[src/rtl/riscv_fetch_prefetch_if.sv]
// Fetch-stage bus bundle: instruction-memory request/response, execute redirect
// and the valid/ready hand-off to decode.
interface riscv_fetch_prefetch_if #(
  parameter int DW = 32
);
  logic          imem_req;
  logic [DW-1:0] imem_addr;
  logic          imem_gnt;
  logic          imem_rvalid;
  logic [DW-1:0] imem_rdata;
  logic          redirect;
  logic [DW-1:0] redirect_pc;
  logic          instr_valid;
  logic          instr_ready;
  logic [DW-1:0] instr;
  logic [DW-1:0] pc;

  modport master (
    output imem_req, imem_addr, instr_valid, instr, pc,
    input  imem_gnt, imem_rvalid, imem_rdata, redirect, redirect_pc, instr_ready
  );

  modport slave (
    input  imem_req, imem_addr, instr_valid, instr, pc,
    output imem_gnt, imem_rvalid, imem_rdata, redirect, redirect_pc, instr_ready
  );
endinterface

[src/rtl/riscv_fetch_prefetch.sv]
// In-order instruction prefetcher with a small PC/word FIFO and redirect flush.
// Define FETCH_BYPASS_EN to let a response reach decode in the same cycle when the FIFO is empty.
module riscv_fetch_prefetch #(
  parameter int            DW         = 32,
  parameter int            ADDENT     = 4,
  parameter int            FIFO_DEPTH = 4,
  parameter logic [DW-1:0] RESET_PC   = '0
) (
  input logic                    clk_i,
  input logic                    rst_ni,
  riscv_fetch_prefetch_if.master bus
);

  localparam int            AW      = $clog2(FIFO_DEPTH);
  localparam int            CW      = AW + 1;
  localparam logic [CW:0]   DEPTH_C = (CW+1)'(FIFO_DEPTH);
  localparam logic [DW-1:0] NOP     = DW'(32'h0000_0013);

  typedef enum logic {FETCH, FLUSH} state_e;

  typedef struct packed {
    logic [DW-1:0] pc;
    logic [DW-1:0] instr;
  } entry_t;

  state_e        state, state_next;
  entry_t        mem [FIFO_DEPTH];
  logic [AW-1:0] wr_ptr, rd_ptr;
  logic [CW-1:0] count, outs, outs_next, discard, discard_next;
  logic [DW-1:0] fetch_pc, resp_pc, last_pc;
  logic          started;
  logic          fifo_empty, grant, drop, accept, push, pop;
  logic          bypass_hit, bypass_take;

  // Outstanding + buffered never exceeds the FIFO, so a response always has a slot.
  assign bus.imem_req  = started && !bus.redirect &&
                         (({1'b0, count} + {1'b0, outs}) < DEPTH_C);
  assign bus.imem_addr = fetch_pc;

  assign fifo_empty = (count == '0);
  assign grant      = bus.imem_req && bus.imem_gnt;
  assign drop       = bus.imem_rvalid && (state == FLUSH);
  assign accept     = bus.imem_rvalid && (state == FETCH);

`ifdef FETCH_BYPASS_EN
  assign bypass_hit = fifo_empty && accept && !bus.redirect;
`else
  assign bypass_hit = 1'b0;
`endif

  assign bypass_take = bypass_hit && bus.instr_ready;
  assign push        = accept && !bypass_take && !bus.redirect;
  assign pop         = bus.instr_valid && bus.instr_ready && !fifo_empty;

  assign outs_next    = outs + CW'(grant) - CW'(bus.imem_rvalid);
  assign discard_next = bus.redirect ? outs_next : (discard - CW'(drop));

  // NOTE: every output gets a default first, so no path through this block infers a latch.
  always_comb begin
    bus.instr_valid = !fifo_empty || bypass_hit;
    bus.instr       = NOP;
    bus.pc          = last_pc;
    if (!fifo_empty) begin
      bus.instr = mem[rd_ptr].instr;
      bus.pc    = mem[rd_ptr].pc;
    end else if (bypass_hit) begin
      bus.instr = bus.imem_rdata;
      bus.pc    = resp_pc;
    end
  end

  always_comb begin
    state_next = state;
    if (bus.redirect) begin
      state_next = (outs_next != '0) ? FLUSH : FETCH;
    end else if (state == FLUSH && discard_next == '0) begin
      state_next = FETCH;
    end
  end

  // NOTE: state registers use non-blocking assignments so all of them update together at the edge.
  always_ff @(posedge clk_i or negedge rst_ni) begin
    if (!rst_ni) state <= FETCH;
    else         state <= state_next;
  end

  always_ff @(posedge clk_i or negedge rst_ni) begin
    if (!rst_ni) begin
      started  <= 1'b0;
      count    <= '0;
      outs     <= '0;
      discard  <= '0;
      wr_ptr   <= '0;
      rd_ptr   <= '0;
      fetch_pc <= RESET_PC;
      resp_pc  <= RESET_PC;
      last_pc  <= RESET_PC;
    end else begin
      started <= 1'b1;
      last_pc <= bus.pc;
      outs    <= outs_next;
      discard <= discard_next;
      if (bus.redirect) begin
        // In-flight words are now stale; they drain through the discard counter.
        count    <= '0;
        wr_ptr   <= '0;
        rd_ptr   <= '0;
        fetch_pc <= bus.redirect_pc;
        resp_pc  <= bus.redirect_pc;
      end else begin
        count <= count + CW'(push) - CW'(pop);
        if (grant)  fetch_pc <= fetch_pc + DW'(ADDENT);
        if (accept) resp_pc  <= resp_pc + DW'(ADDENT);
        if (push)   wr_ptr   <= wr_ptr + 1'b1;
        if (pop)    rd_ptr   <= rd_ptr + 1'b1;
      end
    end
  end

  // NOTE: FIFO storage is not reset; count gates every read, so stale contents are never visible.
  always_ff @(posedge clk_i) begin
    if (push) mem[wr_ptr] <= '{pc: resp_pc, instr: bus.imem_rdata};
  end

endmodule
[src/flat_wrapper.sv]
// flat-port wrapper written by rule: the top's interface ports become plain ports
module riscv_fetch_prefetch_flat 
#(
  parameter int            DW         = 32,
  parameter int            ADDENT     = 4,
  parameter int            FIFO_DEPTH = 4,
  parameter logic [DW-1:0] RESET_PC   = '0
)
  (clk_i, rst_ni, bus_imem_req, bus_imem_addr, bus_instr_valid, bus_instr, bus_pc, bus_imem_gnt, bus_imem_rvalid, bus_imem_rdata, bus_redirect, bus_redirect_pc, bus_instr_ready);
  riscv_fetch_prefetch_if #(.DW(DW)) bus_i ();
  input logic clk_i;
  input logic rst_ni;
  output wire logic [$bits(bus_i.imem_req)-1:0] bus_imem_req;
  output wire logic [$bits(bus_i.imem_addr)-1:0] bus_imem_addr;
  output wire logic [$bits(bus_i.instr_valid)-1:0] bus_instr_valid;
  output wire logic [$bits(bus_i.instr)-1:0] bus_instr;
  output wire logic [$bits(bus_i.pc)-1:0] bus_pc;
  input wire logic [$bits(bus_i.imem_gnt)-1:0] bus_imem_gnt;
  input wire logic [$bits(bus_i.imem_rvalid)-1:0] bus_imem_rvalid;
  input wire logic [$bits(bus_i.imem_rdata)-1:0] bus_imem_rdata;
  input wire logic [$bits(bus_i.redirect)-1:0] bus_redirect;
  input wire logic [$bits(bus_i.redirect_pc)-1:0] bus_redirect_pc;
  input wire logic [$bits(bus_i.instr_ready)-1:0] bus_instr_ready;
  assign bus_imem_req = bus_i.imem_req;
  assign bus_imem_addr = bus_i.imem_addr;
  assign bus_instr_valid = bus_i.instr_valid;
  assign bus_instr = bus_i.instr;
  assign bus_pc = bus_i.pc;
  assign bus_i.imem_gnt = bus_imem_gnt;
  assign bus_i.imem_rvalid = bus_imem_rvalid;
  assign bus_i.imem_rdata = bus_imem_rdata;
  assign bus_i.redirect = bus_redirect;
  assign bus_i.redirect_pc = bus_redirect_pc;
  assign bus_i.instr_ready = bus_instr_ready;
  riscv_fetch_prefetch #(.DW(DW), .ADDENT(ADDENT), .FIFO_DEPTH(FIFO_DEPTH), .RESET_PC(RESET_PC)) u_core (.clk_i(clk_i), .rst_ni(rst_ni), .bus(bus_i));
endmodule
[config.mk]
export PLATFORM = sky130hd
export DESIGN_NAME = riscv_fetch_prefetch_flat
export DESIGN_NICKNAME = d
export VERILOG_FILES = /design/src/rtl/riscv_fetch_prefetch_if.sv /design/src/rtl/riscv_fetch_prefetch.sv /design/src/flat_wrapper.sv
export SDC_FILE = /design/constraint.sdc
export NUM_CORES = 1
export LEC_CHECK = 0
export ABC_AREA = 1
export BUFFER_PORTS_ARGS = -buffer_cell sky130_fd_sc_hd__buf_4
export CAP_MARGIN = 15
export CORE_MARGIN = 2
export CORE_UTILIZATION = 45
export CTS_CLUSTER_SIZE = 12
export DETAILED_ROUTE_END_ITERATION = 10
export PLACE_DENSITY_LB_ADDON = 0.3
export SLEW_MARGIN = 25
export SYNTH_ARGS = -nofsm -noshare
export SYNTH_HDL_FRONTEND = slang
export SYNTH_SLANG_ARGS = --single-unit
[constraint.sdc]
create_clock -name clk_i -period 5.1 [get_ports clk_i]
set_input_delay 0.51 -clock clk_i [delete_from_list [all_inputs] [get_ports clk_i]]
set_output_delay 0.51 -clock clk_i [all_outputs]
set_load 0.02 [all_outputs]
==> reports/qor.csv, run 1 <==
metric;value;unit
critical path's top delay family;buffers and inverters;
clock root buffer;clkbuf_16;
DR iter-0 viols;791;
type of origin of the critical path;flop;
die area;37200;um^2
most frequent cell after synthesis;nor2_1;
Post-CTS Hold Buffers;0;
Die Wd;193;um
Die Ht;193;um
Placer Congestion;0.901;
Max stage delay on crit path;0.81;ns
P&R area growth vs syn;18.9;%
CP max stage cell;dfrtp_4;
syn nets;1657;
Worst setup EP type;output port;
Max Cap Violations;0;
layout cell share with drive strength beyond 1;15.3;%
routed via count;11700;
router iterations before antenna repair;5;
P per Cell Area;525;nW/um^2
global-route wire length before repair;61.6;mm
hold slack;0.0898;ns
maximum clock rate;275;MHz
final hold vios;0;
latest clock arrival within the worst-skew pair;0.54;ns
RSZ-0062 raised after global routing;false;
vias in the first global route;11400;
Max VDD drop;0.000353;V
leading cell types by count after synthesis;nor2_1 (358), edfxtp_1 (256), nand2_1 (248);
cts repair resizes;0;
post-synth top area cell;edfxtp_1;
Ports;168;
Max Slew Vio Count;0;
xor/xnor share of the synthesized area;1.42;%
largest net degree at the start of global routing;81;
htree depth;2;
sequential element share of the synthesized area;65.3;%
Post-CTS Setup Inserts;0;
# port buffers;167;
status;finished, final reports clean;
Worst-path clk slew;0.06;ns
Final setup viols;0;
Layout Utilization;54.0;%
Mapped Area;16000;um^2
Syn Area/Cell;10.2;um^2
adder-cell area share of the yosys netlist;1.34;%
total wire length;39.2;mm
largest family of logic cells by synthesized area;simple AND/OR/NAND/NOR gates;
Final Cycle Share;71.3;%
Final nets;1812;
Tmin final;3.64;ns
Yosys cell types;41;
number of synthesized flops with an enable pin;256;
total track usage;21.4;%
GRT overflow;0;
async set-reset flop share out of synthesis;30.2;%
Leakage;7.56;nW
top cells by area, synth;edfxtp_1 (48%), dfrtp_1 (17%), nor2_1 (8.4%), nand2_1 (5.8%), o21ai_0 (4.4%);
critical path arrival;3.13;ns
clock sink total;367;
drc violations;0;
row cnt;69;
worst rel slew slack;39.3;%
mux share of post-synthesis cell area;0;%
Yosys reg bits;367;
top-area cell type share of the netlist area;48.0;%
Buf/Inv on CP;2;
post-route ant nets;0;
CTS tree;built;
number of diodes;0;
Longest Clk Path Bufs;3;
yosys warns;0;
Hold Path Class;in2async;
Synth Area in Compound Gates;8.59;%
via density per instance;5.28;
Design Area, Final;19100;um^2
CP cell instances;buf_4 -> nor2_1 -> nor2_1 -> o21ai_0 -> a31oi_1 -> buf_4;
Initial Utilization;45.4;%
Post-Synth Simple-Gate Area;18.9;%
Num CTS Buffers;40;
DP Area;17700;um^2
Crit Path Category;reg2out;
Worst Tran Pin Value;0.910;ns
ys flop type;edfxtp_1;
Mapped Cells;1571;
CP Data Required Time;4.59;ns
Routed WL per cell;17.7;um
worst-path maximum fanout;80;
DP HPWL;24.5;mm
setup_tns;0;ns
antenna violations before repair;0;
Post-Route Skew;0.0118;ns
core area;35300;um^2
==> cell usage in the layout, fill, tap and decap left out, types with 19 or more instances in the layout <==
cell type  instances
inv_1            104
a21oi_1           38
edfxtp_1         256
o21ai_1           22
nand3_1           59
xor2_1            20
nand2_1          247
nor3_1            19
o21ai_0          140
clkbuf_16         41
buf_4            175
a31oi_1           36
nor2_1           354
dfrtp_1          109
==> per-stage QoR <==
step,power (mW),worst slack [ns],std cells
3_5_place_dp,7.21,1.51,2145
2_1_floorplan,5.87,1.03,1571
6_report,10.0,1.46,2217
3_3_place_gp,7.16,1.55,2145
4_1_cts,10.1,1.42,2217
5_1_grt,10.6,1.25,2217
==> logic make-up after synthesis <==
family | count (synthesis)
xor+xnor | 26
simple gates | 729
compound gates | 255
fa+ha+maj | 16
buf+inv | 177
other cells | 1
flops | 367
==> flip-flops by register name (all words and copies together), names as in the netlist <==
signal,cells
u_core.rd_ptr,2
u_core.count,3
u_core.state,1
u_core.mem,256
u_core.last_pc,32
u_core.outs,3
u_core.bus.imem_addr,32
u_core.resp_pc,32
u_core.started,1
u_core.discard,3
u_core.wr_ptr,2
==> routing by layer <==
layer / track usage [%] / wire (um) / vias up
met3: 3.35 / 2590 / 71
met4: 6.43 / 932 / 0
li1: - / - / 5629
met1: 29.4 / 17500 / 5602
met5: 0 / 0 / -
met2: 35.1 / 18200 / 412
==> worst paths after layout <==
| check | from | end | slack [ns] | cells past startpoint |
|---|---|---|---|---|
| max in group asynchronous | rst_ni | u_core.rd_ptr[0]$_DFFE_PN0P_ | 3.69 | 2 |
| worst min-delay path | rst_ni | u_core.bus.imem_addr[23]$_DFFE_PN0N_ | 0.09 | 1 |
| min in group clk_i | bus_imem_rdata[23] | u_core.mem[1][23]$_DFFE_PP_ | 0.17 | 1 |
| worst min register to register | u_core.bus.imem_addr[0]$_DFFE_PN0P_ | u_core.bus.imem_addr[0]$_DFFE_PN0P_ | 0.50 | 2 |
| worst max-delay path | u_core.rd_ptr[0]$_DFFE_PN0P_ | bus_pc[30] | 1.46 | 6 |
| worst max register to register | u_core.outs[2]$_DFF_PN0_ | u_core.state$_DFFE_PN0P_ | 1.85 | 13 |
==> cell type report <==
type | count | area [um^2]
clock inverters | 10 | 165
multi-input cells | 1027 | 4880
fillers | 3071 | 16300
flip-flops and latches | 367 | 10500
well taps | 461 | 577
clock buffers | 62 | 1140
inverters | 111 | 419
repair buffers | 179 | 1390
==> worst reg2reg max path: cells and delay by family (launching register included) <==
kind / cells / cell delay (ns)
AO/OA/AOI/OAI: 1 / 0.11
AND/OR/NAND/NOR: 8 / 1.00
flip-flops: 1 / 0.39
adder cells (fa/ha/maj): 3 / 1.02
buffers and inverters: 1 / 0.61
==> power by group <==
group	internal, mW	leakage [nW]	switching (mW)
clock	1.71	0.628	1.16
sequential	3.61	3.63	0.333
combinational	1.12	3.30	2.07
total	6.45	7.56	3.56
Note: power is estimated with default switching activity, not from simulation.
==> run 2, diff against run 1 <==
- ABC_AREA: 1 -> 0
- clock period: 5.1 -> 3.5 ns (I/O delays scaled with it)
==> run 2 against run 1 <==
Against the previous run: combinational power up 22%; register-to-register slack worse by 0.76 ns; wire length fell by 19%; design area shrank 5.0%; area after synthesis is 6.3% lower; count of clock-buffer cells in the layout unchanged; synthesized cell count decreased by 37%; sequential power is 40% higher; via count down 24%; first-iteration DRC count decreased by 17%; worst hold slack worse by 0.053 ns; critical path type unchanged; critical endpoint is now bus_instr[15]; highest routed layer unchanged.
==> reports/qor.csv, run 2 <==
metric;value;unit;change
Initial Utilization;45.9;%;+0.53 points
DR iter-0 viols;659;;-17%
DP HPWL;20.0;mm;-18%
P per Cell Area;732;nW/um^2;+39%
Mapped Area;15000;um^2;-6.3%
sequential element share of the synthesized area;69.7;%;+4.4 points
Largest Register;u_core.mem;;
via density per instance;5.40;;+2.3%
row cnt;66;;-4.3%
latest clock arrival within the worst-skew pair;0.51;ns;-0.03 ns
Yosys reg bits;367;;unchanged
maximum clock rate;350;MHz;
Routed WL per cell;19.2;um;+8.7%
die area;34900;um^2;-6.2%
Crit Path Category;reg2out;;
Longest Clk Path Bufs;3;;unchanged
# port buffers;167;;unchanged
type of origin of the critical path;flop;;
syn nets;1070;;-35%
total track usage;18.2;%;-3.1 points
Tmin final;2.86;ns;
Final nets;1256;;-31%
core area;32700;um^2;-7.4%
clock root buffer;clkbuf_16;;
router iterations before antenna repair;5;;unchanged
top cells by area, synth;edfxtp_1 (51%), dfrtp_1 (18%), mux4_2 (9.6%), nand2_1 (4.0%), and2_1 (1.7%);;
worst rel slew slack;50.8;%;+11 points
Placement Setup Slack;1.03;ns;-0.481 ns
end point of the critical path;bus_instr[15];;
top-area cell type share of the netlist area;51.2;%;+3.2 points
global-route wire length before repair;50.4;mm;-18%
Worst-path clk slew;0.06;ns;about the same
Mapped Cells;984;;-37%
total wire length;31.5;mm;-19%
critical path arrival;2.51;ns;-0.62 ns
Leakage;6.79;nW;-10%
Die Ht;187;um;-3.1%
Hold Path Class;in2reg;;
Critical R2R Launch;u_core.count[2]$_DFF_PN0_;;
total power;13.2;mW;+32%
largest net degree at the start of global routing;65;;-20%
GRT overflow;0;;unchanged
max FFs per register;256;;unchanged
RSZ-0062 raised after global routing;false;;
most frequent cell after synthesis;edfxtp_1;;
ys flop type;edfxtp_1;;
Reg2Reg Depth;8;;-5
routed via count;8874;;-24%
Worst setup startpoint;u_core.rd_ptr[0]$_DFFE_PN0P_;;
Max Cap Violations;0;;unchanged
drc violations;0;;unchanged
leading cell types by count after synthesis;edfxtp_1 (256), nand2_1 (159), dfrtp_1 (111);;
Max VDD drop;0.000333;V;-5.6%
CTS tree;built;;
setup_tns;0;ns;unchanged
Num CTS Buffers;39;;-2.5%
Syn Area/Cell;15.3;um^2;+50%
Post-Route Skew;0.0117;ns;-0.000115 ns
number of diodes;0;;unchanged
CP Data Required Time;3.15;ns;-1.44 ns
status;finished, final reports clean;;
post-synth top area cell;edfxtp_1;;
Placer Congestion;0.870;;-3.4%
Worst Tran Pin Value;0.732;ns;-0.178 ns
number of synthesized flops with an enable pin;256;;unchanged
P&R area growth vs syn;20.5;%;
Final setup viols;0;;unchanged
clock sink total;367;;unchanged
layout cell share with drive strength beyond 1;27.3;%;+12 points
htree depth;2;;unchanged
final setup margin;0.644;ns;-0.817 ns
post-route ant nets;0;;unchanged
Worst setup EP type;output port;;
worst-path maximum fanout;23;;-71%
Max Slew Vio Count;0;;unchanged
async set-reset flop share out of synthesis;30.2;%;unchanged
final hold vios;0;;unchanged
Ports;168;;unchanged
most frequent cells in the layout;edfxtp_1 (256), buf_4 (179), nand2_1 (159);;
Die Wd;187;um;-3.1%
yosys warns;0;;unchanged
Yosys cell types;55;;+34%
setup slack, reg-to-reg;1.09;ns;-0.76 ns
reg2reg end;u_core.state$_DFFE_PN0P_;;
vias in the first global route;9131;;-20%
most common library cell in the layout ignoring fill and taps;edfxtp_1;;
Final Cycle Share;81.6;%;
antenna violations before repair;0;;unchanged
run 2: cell count changes after synthesis, sizes merged, moves of 40 or more:
| cell | previous run | this run |
|---|---|---|
| nor2 | 366 | 28 |
| o21ai | 162 | 49 |
| nand2 | 253 | 159 |
| inv | 109 | 23 |
| mux4 | 0 | 64 |
| and2 | 0 | 40 |
run 2: cell families (layout without fill, tap and decap cells):
kind of cell	Yosys count	count (layout)	share of synthesized area, %
flops	367	367	69.7
simple gates	336	336	11.1
buf+inv	66	282	1.82
other cells	1	1	0.0250
xor+xnor	37	37	2.16
compound gates	92	92	3.83
mux	69	69	9.96
fa+ha+maj	16	16	1.43
run 2: layer usage:
metal	vias up	global-route usage (%)	wire length, um
li1	4068	-	-
met1	4440	26.7	14400
met2	329	28.6	14400
met3	37	3.22	2150
met4	0	4.52	549
met5	-	0	0
run 2: what timing repair did:
item	in CTS	in global routing
setup buffers	0	0
resized for setup	0	0
hold buffers	1	0
endpoints found under the hold margin	52	0
run 2: stage by stage:
stage	instances	utilization, %	area [um^2]	hold slack (ns)
after floorplan	984	-	15000	0.0544
after global placement	1570	51.6	16900	0.450
after detailed placement	1570	51.6	16900	0.456
after CTS	1642	55.3	18100	0.0141
after global routing	1642	55.3	18100	0.0219
final	1642	55.3	18100	0.0366
run 2: report_power, final:
group,switching [mW],leakage [nW],internal [mW]
Clock,1.57,0.578,2.24
Combinational,2.18,2.55,1.70
Sequential,0.378,3.66,5.16
Total,4.12,6.79,9.11
run 2: worst min-delay path by stage:
stage / cells after the start / end / slack, ns / startpoint
global route: 1 / u_core.mem[0][6]$_DFFE_PP_ / 0.02 / bus_imem_rdata[6]
global placement: 1 / u_core.bus.imem_addr[30]$_DFFE_PN0N_ / 0.45 / rst_ni
detailed placement: 1 / u_core.bus.imem_addr[30]$_DFFE_PN0N_ / 0.46 / rst_ni
finish: 1 / u_core.mem[1][24]$_DFFE_PP_ / 0.04 / bus_imem_rdata[24]
CTS: 1 / u_core.mem[0][24]$_DFFE_PP_ / 0.01 / bus_imem_rdata[24]
floorplan: 0 / u_core.bus.imem_addr[0]$_DFFE_PN0P_ / 0.05 / rst_ni
run 2: critical path, cell delays in order, from the launching register on:
cell	delay, ns
dfrtp_4	0.74
buf_4	0.37
mux4_2	0.54
and2_1	0.18
buf_4	0.16
run 2: layout make-up:
class                   count  area (um^2)
fillers                  2667        14600
flip-flops and latches    367        10500
multi-input cells         551         4300
repair buffers            187         1490
clock buffers              62         1150
well taps                 442          553
inverters                  24         90.1
clock inverters             9         43.8
==> run 3, diff against run 2 <==
- clock period: 3.5 -> 2.46 ns (I/O delays scaled with it)
==> run 3 against run 2 <==
Against the previous run: die area is the same; first-iteration DRC count fell by 8.8%; critical path type unchanged; combinational power increased by 54%; largest cell class unchanged; sequential power grew 41%; highest routed layer unchanged; critical path depth unchanged.
==> reports/qor.csv, run 3 (same netlist as run 2, synthesis figures left out) <==
metric;value;unit;change
Num CTS Buffers;39;;unchanged
CTS tree;built;;
P&R area growth vs syn;26.3;%;
row cnt;66;;unchanged
# port buffers;167;;unchanged
Final nets;1334;;+6.2%
P per Cell Area;1020;nW/um^2;+39%
global-route wire length before repair;51.5;mm;+2.2%
Max Slew Vio Count;0;;unchanged
Largest Register;u_core.mem;;
critical path arrival;2.20;ns;-0.31 ns
Final setup viols;0;;unchanged
Die Wd;187;um;unchanged
setup_tns;0;ns;unchanged
Placement Setup Slack;0.0786;ns;-0.949 ns
largest net degree at the start of global routing;65;;unchanged
Layout Utilization;58.0;%;+2.7 points
Placer Congestion;0.872;;+0.15%
htree depth;2;;unchanged
RSZ-0062 raised after global routing;true;;
Tmin final;2.44;ns;
routed via count;9213;;+3.8%
DR iter-0 viols;601;;-8.8%
core area;32700;um^2;unchanged
latest clock arrival within the worst-skew pair;0.52;ns;about the same
total track usage;18.6;%;+0.39 points
final cell count without fillers;1721;;+4.8%
maximum clock rate;409;MHz;
Max Cap Violations;0;;unchanged
worst-path maximum fanout;17;;-26%
Met3 Routed Length;1.84;mm;-14%
hold slack;0.0299;ns;-0.00673 ns
Cells after DPL;1581;;+0.70%
vias in the first global route;9481;;+3.8%
type of origin of the critical path;flop;;
most common library cell in the layout ignoring fill and taps;edfxtp_1;;
clock sink total;367;;unchanged
antenna violations before repair;1;;+1
via density per instance;5.35;;-0.95%
DP HPWL;19.9;mm;-0.54%
die area;34900;um^2;unchanged
Longest Clk Path Bufs;3;;unchanged
Die Ht;187;um;unchanged
worst rel slew slack;53.9;%;+3.2 points
Hold Path Class;in2reg;;
total power;19.3;mW;+46%
Post-Route Skew;0.0124;ns;+0.000795 ns
Final Cycle Share;99.4;%;
Design Area, Final;19000;um^2;+4.9%
most frequent cells in the layout;edfxtp_1 (256), buf_4 (191), nand2_1 (158);;
post-route ant nets;0;;unchanged
max FFs per register;256;;unchanged
Worst Tran Pin Value;0.690;ns;-0.0415 ns
GRT overflow;0;;unchanged
total wire length;32.1;mm;+1.8%
router iterations before antenna repair;5;;unchanged
met2 routed WL;15.2;mm;+5.4%
clock root buffer;clkbuf_16;;
Routed WL per cell;18.7;um;-2.9%
Max VDD drop;0.000513;V;+54%
Worst setup EP type;output port;;
DP Area;17100;um^2;+0.99%
layout cell share with drive strength beyond 1;27.4;%;+0.053 points
final setup margin;0.0158;ns;-0.629 ns
drc violations;0;;unchanged
status;finished, final reports clean;;
Worst-path clk slew;0.06;ns;about the same
CP Data Required Time;2.21;ns;-0.94 ns
Metal-1 WL;14.4;mm;-0.28%
Crit Path Category;reg2out;;
Leakage;7.17;nW;+5.7%
Ports;168;;unchanged
final hold vios;0;;unchanged
Initial Utilization;45.9;%;unchanged
DR top layer;met4;;
-- run 3: cell types whose count changed in the layout (fill, tap and decap cells not counted), moves of 2 or more --
cell,previous run,this run
dlygate4sd3_1,1,58
clkinv_2,5,2
clkbuf_1,18,20
buf_4,179,191
buf_12,7,13
-- run 3: critical path, cell delays in order, from the launching register on --
cell and delay, ns:
dfrtp_4 0.49, bufbuf_16 0.35, mux4_2 0.51, and2_1 0.17
buf_4 0.15
-- run 3: final timing paths --
check	slack, ns	cells past startpoint	from	endpoint
min in group asynchronous	0.25	2	rst_ni	u_core.bus.imem_addr[31]$_DFFE_PN0N_
max in group asynchronous	1.56	3	rst_ni	u_core.last_pc[12]$_DFF_PN0_
worst max-delay path	0.02	4	u_core.rd_ptr[0]$_DFFE_PN0P_	bus_instr[10]
worst min register to register	0.47	2	u_core.last_pc[29]$_DFF_PN0_	u_core.last_pc[29]$_DFF_PN0_
worst min-delay path	0.03	3	bus_redirect_pc[28]	u_core.resp_pc[28]$_DFFE_PN0N_
worst max register to register	0.09	10	u_core.count[1]$_DFF_PN0_	u_core.count[2]$_DFF_PN0_
-- run 3: metal layers --
| layer | global-route usage, % | vias up |
|---|---|---|
| li1 | - | 4233 |
| met1 | 26.0 | 4632 |
| met2 | 30.2 | 297 |
| met3 | 3.44 | 51 |
| met4 | 5.25 | 0 |
| met5 | 0 | - |
-- run 3: timing repair --
item,CTS,global route
gates resized for setup,4,2
gates cloned,1,0
hold buffers,58,0
hold endpoints to repair,201,0
setup endpoints to repair,9,33
pin swaps,0,1
buffers inserted,0,9
-- run 3: area by class of cell --
| cell class | count | area (um^2) |
|---|---|---|
| Sequential cell | 367 | 10500 |
| Tap cell | 442 | 553 |
| Clock buffer | 63 | 1130 |
| Timing Repair Buffer | 265 | 2350 |
| Antenna cell | 1 | 2.50 |
| Inverter | 24 | 91.3 |
| Multi-Input combinational cell | 551 | 4310 |
| Clock inverter | 8 | 66.3 |
| Fill cell | 2591 | 13700 |
-- run 3: power breakdown --
part / total (mW) / switching [mW] / internal (mW) / leakage, nW
sequential: 7.80 / 0.448 / 7.35 / 3.66
combinational: 5.99 / 3.26 / 2.73 / 2.94
clock: 5.47 / 2.23 / 3.24 / 0.572
